[config.mk]
export PLATFORM = sky130hd
export DESIGN_NAME = path_tracer
export DESIGN_NICKNAME = d
export VERILOG_FILES = /design/src/rtl/dijkstra_pkg.sv /design/src/rtl/path_next_node.sv /design/src/rtl/path_tracer.sv
export SDC_FILE = /design/constraint.sdc
export NUM_CORES = 1
export LEC_CHECK = 0
export CAP_MARGIN = 5
export CELL_PAD_IN_SITES_DETAIL_PLACEMENT = 0
export CELL_PAD_IN_SITES_GLOBAL_PLACEMENT = 1
export CORE_ASPECT_RATIO = 0.8
export CORE_MARGIN = 1
export CORE_UTILIZATION = 48
export DETAILED_ROUTE_END_ITERATION = 16
export HOLD_SLACK_MARGIN = 0.02
export PLACE_DENSITY_LB_ADDON = 0.1
export SLEW_MARGIN = 20
export SYNTH_ARGS = -nofsm -noshare
export SYNTH_HDL_FRONTEND = slang
export SYNTH_SLANG_ARGS = --single-unit
[constraint.sdc]
create_clock -name clk -period 13.9 [get_ports clk]
set_input_delay 4.17 -clock clk [delete_from_list [all_inputs] [get_ports clk]]
set_output_delay 4.17 -clock clk [all_outputs]
set_load 0.02 [all_outputs]
[src/rtl/dijkstra_pkg.sv]
// Shared constants, error codes, FSM states and node/bit helpers for the path tracer.
// Build option PATH_TRACER_LEN_CHECK_EN (see path_tracer.sv) enables the length-mismatch check.
package dijkstra_pkg;

    localparam int unsigned GRID_DIM = 3;
    localparam int unsigned N_NODES  = GRID_DIM * GRID_DIM;
    localparam int unsigned NODE_W   = 4;
    localparam int unsigned ERR_W    = 2;

    localparam logic [ERR_W-1:0] ERR_NONE   = 2'b00;
    localparam logic [ERR_W-1:0] ERR_BAD    = 2'b01;
    localparam logic [ERR_W-1:0] ERR_BROKEN = 2'b10;
    localparam logic [ERR_W-1:0] ERR_LEN    = 2'b11;

    typedef enum logic [1:0] {
        ST_IDLE,
        ST_EMIT,
        ST_STEP
    } state_e;

    // Output beat payload as held in the output register.
    typedef struct packed {
        logic              valid;
        logic [NODE_W-1:0] node;
        logic              last;
        logic              err;
        logic [ERR_W-1:0]  code;
    } beat_t;

    // Node 1 is the MSB of the path vector, node N the LSB.
    function automatic logic [NODE_W-1:0] node_to_bit(input logic [NODE_W-1:0] node);
        return NODE_W'(N_NODES) - node;
    endfunction

    function automatic logic node_in_range(input logic [NODE_W-1:0] node);
        return (node >= NODE_W'(1)) && (node <= NODE_W'(N_NODES));
    endfunction

endpackage

[src/rtl/path_next_node.sv]
// Combinational neighbour selector: first unvisited on-path 4-neighbour of the current
// node, priority right, down, left, up, with no wrap across row edges.
module path_next_node
    import dijkstra_pkg::*;
(
    input  logic [NODE_W-1:0]  cur,
    input  logic [N_NODES-1:0] path,
    input  logic [N_NODES-1:0] visited,
    output logic [NODE_W-1:0]  next_c,
    output logic               found_c
);

    logic [NODE_W-1:0] idx;
    logic [NODE_W-1:0] row;
    logic [NODE_W-1:0] col;
    logic [NODE_W-1:0] cand [4];
    logic [3:0]        edge_ok;

    always_comb begin
        next_c  = '0;
        found_c = 1'b0;
        idx     = cur - NODE_W'(1);
        row     = idx / NODE_W'(GRID_DIM);
        col     = idx % NODE_W'(GRID_DIM);

        cand[0] = cur + NODE_W'(1);
        cand[1] = cur + NODE_W'(GRID_DIM);
        cand[2] = cur - NODE_W'(1);
        cand[3] = cur - NODE_W'(GRID_DIM);

        edge_ok[0] = (col != NODE_W'(GRID_DIM - 1));
        edge_ok[1] = (row != NODE_W'(GRID_DIM - 1));
        edge_ok[2] = (col != NODE_W'(0));
        edge_ok[3] = (row != NODE_W'(0));

        // Scan lowest priority first so the highest-priority hit wins.
        for (int d = 3; d >= 0; d--) begin
            if (edge_ok[d] && path[node_to_bit(cand[d])] && !visited[node_to_bit(cand[d])]) begin
                next_c  = cand[d];
                found_c = 1'b1;
            end
        end
    end

endmodule

[src/rtl/path_tracer.sv]
// Walks a solved Dijkstra path and streams node numbers start->end over valid/ready.
// Define PATH_TRACER_LEN_CHECK_EN to flag a move count that disagrees with in_length.
module path_tracer
    import dijkstra_pkg::*;
(
    input  logic               clk,
    input  logic               rst,
    input  logic               in_valid,
    output logic               in_ready,
    input  logic               in_found,
    input  logic [N_NODES-1:0] in_path,
    input  logic [NODE_W-1:0]  in_start,
    input  logic [NODE_W-1:0]  in_end,
    input  logic [NODE_W-1:0]  in_length,
    output logic               out_valid,
    input  logic               out_ready,
    output logic [NODE_W-1:0]  out_node,
    output logic               out_last,
    output logic               out_err,
    output logic [ERR_W-1:0]   err_code
);

    state_e             state_q, state_d;
    logic [NODE_W-1:0]  cur_q, cur_d;
    logic [NODE_W-1:0]  end_q, end_d;
    logic [N_NODES-1:0] path_q, path_d;
    logic [N_NODES-1:0] visited_q, visited_d;
    logic [NODE_W-1:0]  moves_q, moves_d;
    beat_t              beat_q, beat_d;
    logic               in_ready_q, in_ready_d;

    logic              accept;
    logic              bad_query;
    logic [NODE_W-1:0] next_node;
    logic              next_found;
    logic              len_mis_idle;
    logic              len_mis_step;

    path_next_node u_next (
        .cur     (cur_q),
        .path    (path_q),
        .visited (visited_q),
        .next_c  (next_node),
        .found_c (next_found)
    );

    assign accept    = in_valid && in_ready_q && (state_q == ST_IDLE);
    assign bad_query = !in_found || !node_in_range(in_start) || !node_in_range(in_end)
                       || !in_path[node_to_bit(in_start)] || !in_path[node_to_bit(in_end)];

`ifdef PATH_TRACER_LEN_CHECK_EN
    logic [NODE_W-1:0] len_q;

    always_ff @(posedge clk) begin
        if (rst) begin
            len_q <= '0;
        end else if (accept) begin
            len_q <= in_length;
        end
    end

    // Zero moves when start==end; otherwise compare the move count after this step.
    assign len_mis_idle = (in_length != NODE_W'(0));
    assign len_mis_step = ((moves_q + NODE_W'(1)) != len_q);
`else
    logic len_unused;
    assign len_unused   = ^in_length;
    assign len_mis_idle = 1'b0;
    assign len_mis_step = 1'b0;
`endif

    // State and datapath registers.
    always_ff @(posedge clk) begin
        if (rst) begin
            state_q    <= ST_IDLE;
            cur_q      <= '0;
            end_q      <= '0;
            path_q     <= '0;
            visited_q  <= '0;
            moves_q    <= '0;
            beat_q     <= '0;
            in_ready_q <= 1'b0;
        end else begin
            state_q    <= state_d;
            cur_q      <= cur_d;
            end_q      <= end_d;
            path_q     <= path_d;
            visited_q  <= visited_d;
            moves_q    <= moves_d;
            beat_q     <= beat_d;
            in_ready_q <= in_ready_d;
        end
    end

    // Next-state and next-output logic.
    always_comb begin
        state_d    = state_q;
        cur_d      = cur_q;
        end_d      = end_q;
        path_d     = path_q;
        visited_d  = visited_q;
        moves_d    = moves_q;
        beat_d     = beat_q;
        in_ready_d = in_ready_q;

        unique case (state_q)
            ST_IDLE: begin
                in_ready_d = 1'b1;
                if (accept) begin
                    in_ready_d   = 1'b0;
                    state_d      = ST_EMIT;
                    beat_d.valid = 1'b1;
                    if (bad_query) begin
                        beat_d.node = '0;
                        beat_d.last = 1'b1;
                        beat_d.err  = 1'b1;
                        beat_d.code = ERR_BAD;
                    end else begin
                        cur_d       = in_start;
                        end_d       = in_end;
                        path_d      = in_path;
                        visited_d   = N_NODES'(1) << node_to_bit(in_start);
                        moves_d     = '0;
                        beat_d.node = in_start;
                        beat_d.last = (in_start == in_end);
                        beat_d.err  = (in_start == in_end) && len_mis_idle;
                        beat_d.code = beat_d.err ? ERR_LEN : ERR_NONE;
                    end
                end
            end

            ST_EMIT: begin
                if (out_ready) begin
                    if (beat_q.last) begin
                        state_d    = ST_IDLE;
                        beat_d     = '0;
                        in_ready_d = 1'b1;
                    end else begin
                        state_d      = ST_STEP;
                        beat_d.valid = 1'b0;
                    end
                end
            end

            ST_STEP: begin
                state_d      = ST_EMIT;
                beat_d.valid = 1'b1;
                if (next_found && (moves_q < NODE_W'(N_NODES - 1))) begin
                    cur_d       = next_node;
                    visited_d   = visited_q | (N_NODES'(1) << node_to_bit(next_node));
                    moves_d     = moves_q + NODE_W'(1);
                    beat_d.node = next_node;
                    beat_d.last = (next_node == end_q);
                    beat_d.err  = (next_node == end_q) && len_mis_step;
                    beat_d.code = beat_d.err ? ERR_LEN : ERR_NONE;
                end else begin
                    beat_d.node = '0;
                    beat_d.last = 1'b1;
                    beat_d.err  = 1'b1;
                    beat_d.code = ERR_BROKEN;
                end
            end

            default: begin
                state_d = ST_IDLE;
            end
        endcase
    end

    assign in_ready  = in_ready_q;
    assign out_valid = beat_q.valid;
    assign out_node  = beat_q.node;
    assign out_last  = beat_q.last;
    assign out_err   = beat_q.err;
    assign err_code  = beat_q.code;

endmodule

==> results.ini, run 1 <==
[synthesis]
synth_top_family_by_area = compound AO/OA/AOI/OAI gates
syn_inst = 449
yosysTopAreaCellShare_pct = 21.7
synth_flop_cell = dfxtp_1
synth_common_cells = 45 x nor2_1, 42 x dfxtp_1, 28 x nand2_1
ys_seq_area_share_pct = 21.7
muxShareOfSynthArea_pct = 11.2
ys_warn_count = 0
syn-num-nets = 494
ys_seq_elements = 42
yosys-top-cells-area = dfxtp_1 22%, ha_1 6.1%, mux2i_1 4.6%
synth_area_per_cell_um2 = 8.64
synth_edf_count = 0
yosys.area_share.simple_pct = 22.0
yosysMostFrequentCell = nor2_1
yosys.area.top_type = dfxtp_1
async_flop_share_pct = 0
synth_compound_area_share_pct = 27.7
synth_xor_area_share_pct = 5.94
synth_cell_types = 92
synth.cell_area_mm2 = 0.00388
synthAdderAreaFrac_pct = 6.13

[clock_network]
cts_sinks = 42
clockBufferDepth = 2
cts_tree = built
clk_pin_slew_worst_paths_ns = 0.08
htreeDepth = 2
clk-insertion-delay-late_ns = 0.30
cts_buffers = 5
cts_setup_buffers = 0
root_buffer = clkbuf_8
cts-resized-gates = 0
postCtsHoldBufs = 0

[place]
routabilityCongestion = 0.886
io_buffer_count = 31
dp_hpwl_um = 7910
placed_cell_area_mm2 = 0.00421

[die]
start_util_pct = 51.0
die_height_um = 82.4
core_area_mm2 = 0.00760
rows = 28
die_w_um = 103
pin_count = 36
die_area_mm2 = 0.00845

[final_layout]
drive_gt1_share_pct = 11.8
areaGrowthSynthToFinish_pct = 11.7
antenna_cells = 0
nets = 510
postLayoutCellArea_mm2 = 0.00433
fillers = 710

[timing]
clock.fmax_mhz = 126
hold_viol_final = 0
setup_viol = 0
relSlewSlack_pct = 41.4
finalMaxSlewViolations = 0
tns_ns = 0
min_period_ns = 7.96
rsz0062_at_grt = false
fin_crit_sh_pct = 57.3
tightest_slew_ns = 0.877
finClkSkew_ns = 0.00821

[power]
power_leakage_nw = 1.57
power_density_mw_per_mm2 = 88.4
ir_worst_vdd_v = 0.0000713

[route]
vias_per_cell = 6.25
drc = 0
dr.pass1.iters = 5
routed-via-count = 3571
post_drt_wl_per_cell_um = 18.1
wl_um = 10300
ant_nets = 0
drt_iter0_drc = 319

[global_route]
grt_pass1_vias = 3042
antenna_found_initial = 0
grt_max_degree = 40
grt_pass1_wl_um = 16400
grt_overflow = 0
grtUsageTotal_pct = 25.9

[run]
drv_cap = 0

[status]
status = finished clean

[worst_setup_path]
crit_path_start_kind = primary input
worstSetupPathType = primary input to register
worstPathRequired_ns = 14.08
crit_fanout = 8
crit_arrival_ns = 8.14
endpoint_kind = register

[min_path]
worstHoldPathType = register to register

[logic make-up (layout without fill, tap and decap cells)]
group	count (synthesis)	in the layout
compound gates	129	129
xor+xnor	23	23
fa+ha+maj	19	19
buf+inv	47	64
flops	42	42
mux	32	32
simple gates	157	157
[metrics by stage]
stage          std cells  hold WS (ns)  power, mW  setup WS, ns  utilization (%)
2_1_floorplan        449         0.437      0.245          7.08                -
3_3_place_gp         562         0.454      0.289          5.07             55.4
3_5_place_dp         562         0.458      0.290          5.06             55.4
4_1_cts              570         0.479      0.385          5.35             56.9
5_1_grt              571         0.511      0.405          5.62             57.0
6_report             571         0.480      0.383          5.94             57.0
[power breakdown]
group | switching (mW) | leakage, nW | internal [mW]
registers | 0.00836 | 0.340 | 0.132
logic | 0.0842 | 1.18 | 0.0638
clock network | 0.0448 | 0.0575 | 0.0502
total | 0.137 | 1.57 | 0.246
[state kept, by name, summed over array words and instances, names as in the netlist]
| register | count |
|---|---|
| in_ready | 1 |
| state_q | 2 |
| end_q | 4 |
| path_q | 9 |
| out_last | 1 |
| out_node | 4 |
| out_valid | 1 |
| err_code | 2 |
| cur_q | 4 |
| visited_q | 9 |
| moves_q | 4 |
| out_err | 1 |
[cell type report]
cell class | count | area (um^2) | area share [%]
repair buffers | 35 | 344 | 7.94
inverters | 21 | 78.8 | 1.82
flip-flops and latches | 42 | 841 | 19.4
clock buffers | 8 | 110 | 2.54
well taps | 105 | 131 | 3.03
multi-input cells | 360 | 2830 | 65.3
[worst max-delay path, stage by stage]
cell	delay (ns)
clkdlybuf4s50_1	0.74
inv_1	0.19
ha_1	0.29
xor2_1	0.28
nand4_1	0.13
a21oi_1	0.18
o2111a_1	0.28
nand4_1	0.44
a21boi_0	0.40
o31ai_2	0.72
mux2i_1	0.26
nor2_1	0.05
[layer usage]
metal	track usage, %	up-vias	wire length [um]
li1	-	1749	-
met1	40.1	1708	5220
met2	37.1	110	4330
met3	4.97	4	737
met4	3.57	0	38
met5	0	-	0
[final timing paths]
kind                                    from           end  slack [ns]  cells after the start
worst min-delay path            visited_q[4]  visited_q[4]        0.48                      2
worst max register to register      cur_q[1]  visited_q[2]        7.22                     21
worst max-delay path             in_start[1]    moves_q[1]        5.94                     12
worst min register to register  visited_q[4]  visited_q[4]        0.48                      2
[cells in the final DEF, fill, tap and decap left out, types with 6 or more instances in the layout]
cell type	instances
nand2b_1	8
a211oi_1	9
o21ai_0	8
clkdlybuf4s50_1	31
nor3_1	10
nor2_1	45
ha_1	19
nand2_1	28
inv_1	20
a311oi_1	6
mux4_2	7
dfxtp_1	42
xnor2_1	16
a21oi_1	23
a22oi_1	9
nand3_1	6
o31ai_1	11
mux2i_1	18
nor4_1	8
nor2b_1	10
clkbuf_8	8
No activity file was read; power rests on OpenSTA's default activity.
==> run 2, diff against run 1 <==
CORE_UTILIZATION = 45   (was 48)
clock period = 7.8 ns   (was 13.9 ns; I/O delays follow)
==> results.ini, run 2 (synthesized netlist as in run 1, its figures left out) <==
[status]
status = finished clean

[global_route]
grt_overflow = 0  ; unchanged
antenna_found_initial = 0  ; unchanged
globalRouteMet3Util_pct = 4.69  ; -0.28 points
grtUsageTotal_pct = 23.9  ; -1.9 points
top_usage_layer = met1
grt_pass1_vias = 3169  ; +4.2%
use_met2_pct = 34.6  ; -2.4 points
grt_max_degree = 40  ; unchanged
grt_pass1_wl_um = 17000  ; +3.7%
grt.met1_usage_pct = 37.2  ; -2.9 points

[worst_setup_path]
cp_slowest_stage_delay_ns = 0.76  ; +0.02 ns
cpMaxStageDelayCell = ha_1
crit_fanout = 14  ; +6
cp_common_cell = ha_1
endpoint_kind = register
crit_path_start_kind = register
worstPathRequired_ns = 8.00  ; -6.08 ns
crit_chain = inv_1 -> ha_1 -> inv_1 -> ha_1 -> inv_1 -> ha_1 -> o311ai_2 -> xnor2_2 -> ha_1 -> a311o_1 -> a21oi_4 -> mux2_4 -> a221oi_4 -> a2bb2oi_1 -> mux2i_4 -> inv_1 -> ha_1 -> nand4b_1 -> nor3_1 -> nand2_1 -> o31ai_1
cpLargestDelayFamily = adder cells
worst-path-buf-inv = 4  ; +2
crit_arrival_ns = 6.54  ; -1.60 ns
worstSetupPathType = register to register

[run]
drv_cap = 0  ; unchanged

[die]
die_area_mm2 = 0.00900  ; +6.5%
rows = 29  ; +3.6%
die_w_um = 106  ; +3.2%
core_area_mm2 = 0.00813  ; +6.9%
start_util_pct = 47.7  ; -3.3 points
pin_count = 36  ; unchanged
die_height_um = 85.0  ; +3.2%

[route]
vias_per_cell = 6.18  ; -1.2%
drt_iter0_drc = 271  ; -15%
wl_um = 10500  ; +1.9%
drc = 0  ; unchanged
ant_nets = 0  ; unchanged
dr.pass1.iters = 4  ; -1
routed-via-count = 3542  ; -0.81%
post_drt_wl_per_cell_um = 18.4  ; +1.5%

[timing]
tns_ns = 0  ; unchanged
relSlewSlack_pct = 42.0  ; +0.61 points
fin_crit_sh_pct = 81.3
hold_viol_final = 0  ; unchanged
clock.fmax_mhz = 158
holdWs_ns = 0.476  ; -0.00449 ns
min_period_ns = 6.34
rsz0062_at_grt = false
finalMaxSlewViolations = 0  ; unchanged
finClkSkew_ns = 0.00645  ; -0.00176 ns
fin_ws_ns = 1.46  ; -4.48 ns
tightest_slew_ns = 0.862  ; -0.0155 ns
setup_viol = 0  ; unchanged

[final_layout]
postLayoutCellArea_mm2 = 0.00430  ; -0.72%
nets = 510  ; unchanged
mostFrequentLayoutCells = 45 x nor2_1, 42 x dfxtp_1, 31 x clkdlybuf4s50_1
final_common_cell = nor2_1
areaGrowthSynthToFinish_pct = 10.9
antenna_cells = 0  ; unchanged
drive_gt1_share_pct = 11.6  ; -0.19 points
reg_top3 = path_q x9, visited_q x9

[clock_network]
cts-resized-gates = 0  ; unchanged
cts_sinks = 42  ; unchanged
cts_setup_buffers = 0  ; unchanged
cts_tree = built
root_buffer = clkbuf_8
cts_buffers = 5  ; unchanged
clk_pin_slew_worst_paths_ns = 0.08  ; about the same
clk-insertion-delay-late_ns = 0.29  ; about the same
postCtsHoldBufs = 0  ; unchanged
htreeDepth = 2  ; unchanged
clockBufferDepth = 2  ; unchanged

[power]
ir_worst_vdd_v = 0.000158  ; +120%
power_leakage_nw = 1.56  ; -0.99%
power_density_mw_per_mm2 = 151  ; +71%

[place]
io_buffer_count = 31  ; unchanged
dp_hpwl_um = 8030  ; +1.6%
dp_slack_ns = 1.52  ; -3.54 ns
placed_cell_area_mm2 = 0.00422  ; +0.27%
routabilityCongestion = 0.895  ; +1.1%

[min_path]
worstHoldPathType = register to register

run 2: final cells by class:
class	instances	area, um^2
sequential	42	841
inverter	21	78.8
multi-input combinational	360	2830
timing repair buffer	35	340
clock buffer	5	68.8
clock inverter	2	10.0
fill	785	3820
tap	108	135
run 2: power breakdown:
group | internal, mW | switching (mW) | leakage [nW]
Combinational | 0.114 | 0.151 | 1.17
Sequential | 0.235 | 0.0154 | 0.340
Clock | 0.0602 | 0.0749 | 0.0438
run 2: path summary, 6_finish.rpt:
path / start / endpoint / slack (ns) / cells past startpoint
worst max-delay path: cur_q[0] / visited_q[2] / 1.46 / 21
worst min-delay path: visited_q[6] / visited_q[6] / 0.48 / 2
worst max register to register: cur_q[0] / visited_q[2] / 1.46 / 21
worst min register to register: visited_q[6] / visited_q[6] / 0.48 / 2
run 2: layer usage:
metal  wire length [um]  part of all wire [%]  vias to the layer above
met5                  0                     0                        -
met4                 72                  0.68                        0
met3                622                   5.9                        6
met2               4370                    42                       94
met1               5460                    52                     1699
li1                   -                     -                     1743
run 2: worst reg2reg max path, cell delays in order (launching register included):
cell and delay (ns):
dfxtp_1 0.33, inv_1 0.10, ha_1 0.76, inv_1 0.38, ha_1 0.32, inv_1 0.05
ha_1 0.37, o311ai_2 0.27, xnor2_2 0.24, ha_1 0.30, a311o_1 0.34, a21oi_4 0.23
mux2_4 0.37, a221oi_4 0.36, a2bb2oi_1 0.18, mux2i_4 0.34, inv_1 0.09, ha_1 0.32
nand4b_1 0.17, nor3_1 0.36, nand2_1 0.15, o31ai_1 0.21
run 2: metrics by stage:
step	utilization, %	cells	total power, mW
2_1_floorplan	-	449	0.436
3_3_place_gp	52.0	566	0.517
3_5_place_dp	52.0	566	0.517
4_1_cts	52.9	573	0.654
5_1_grt	52.9	573	0.689
6_report	52.9	573	0.650
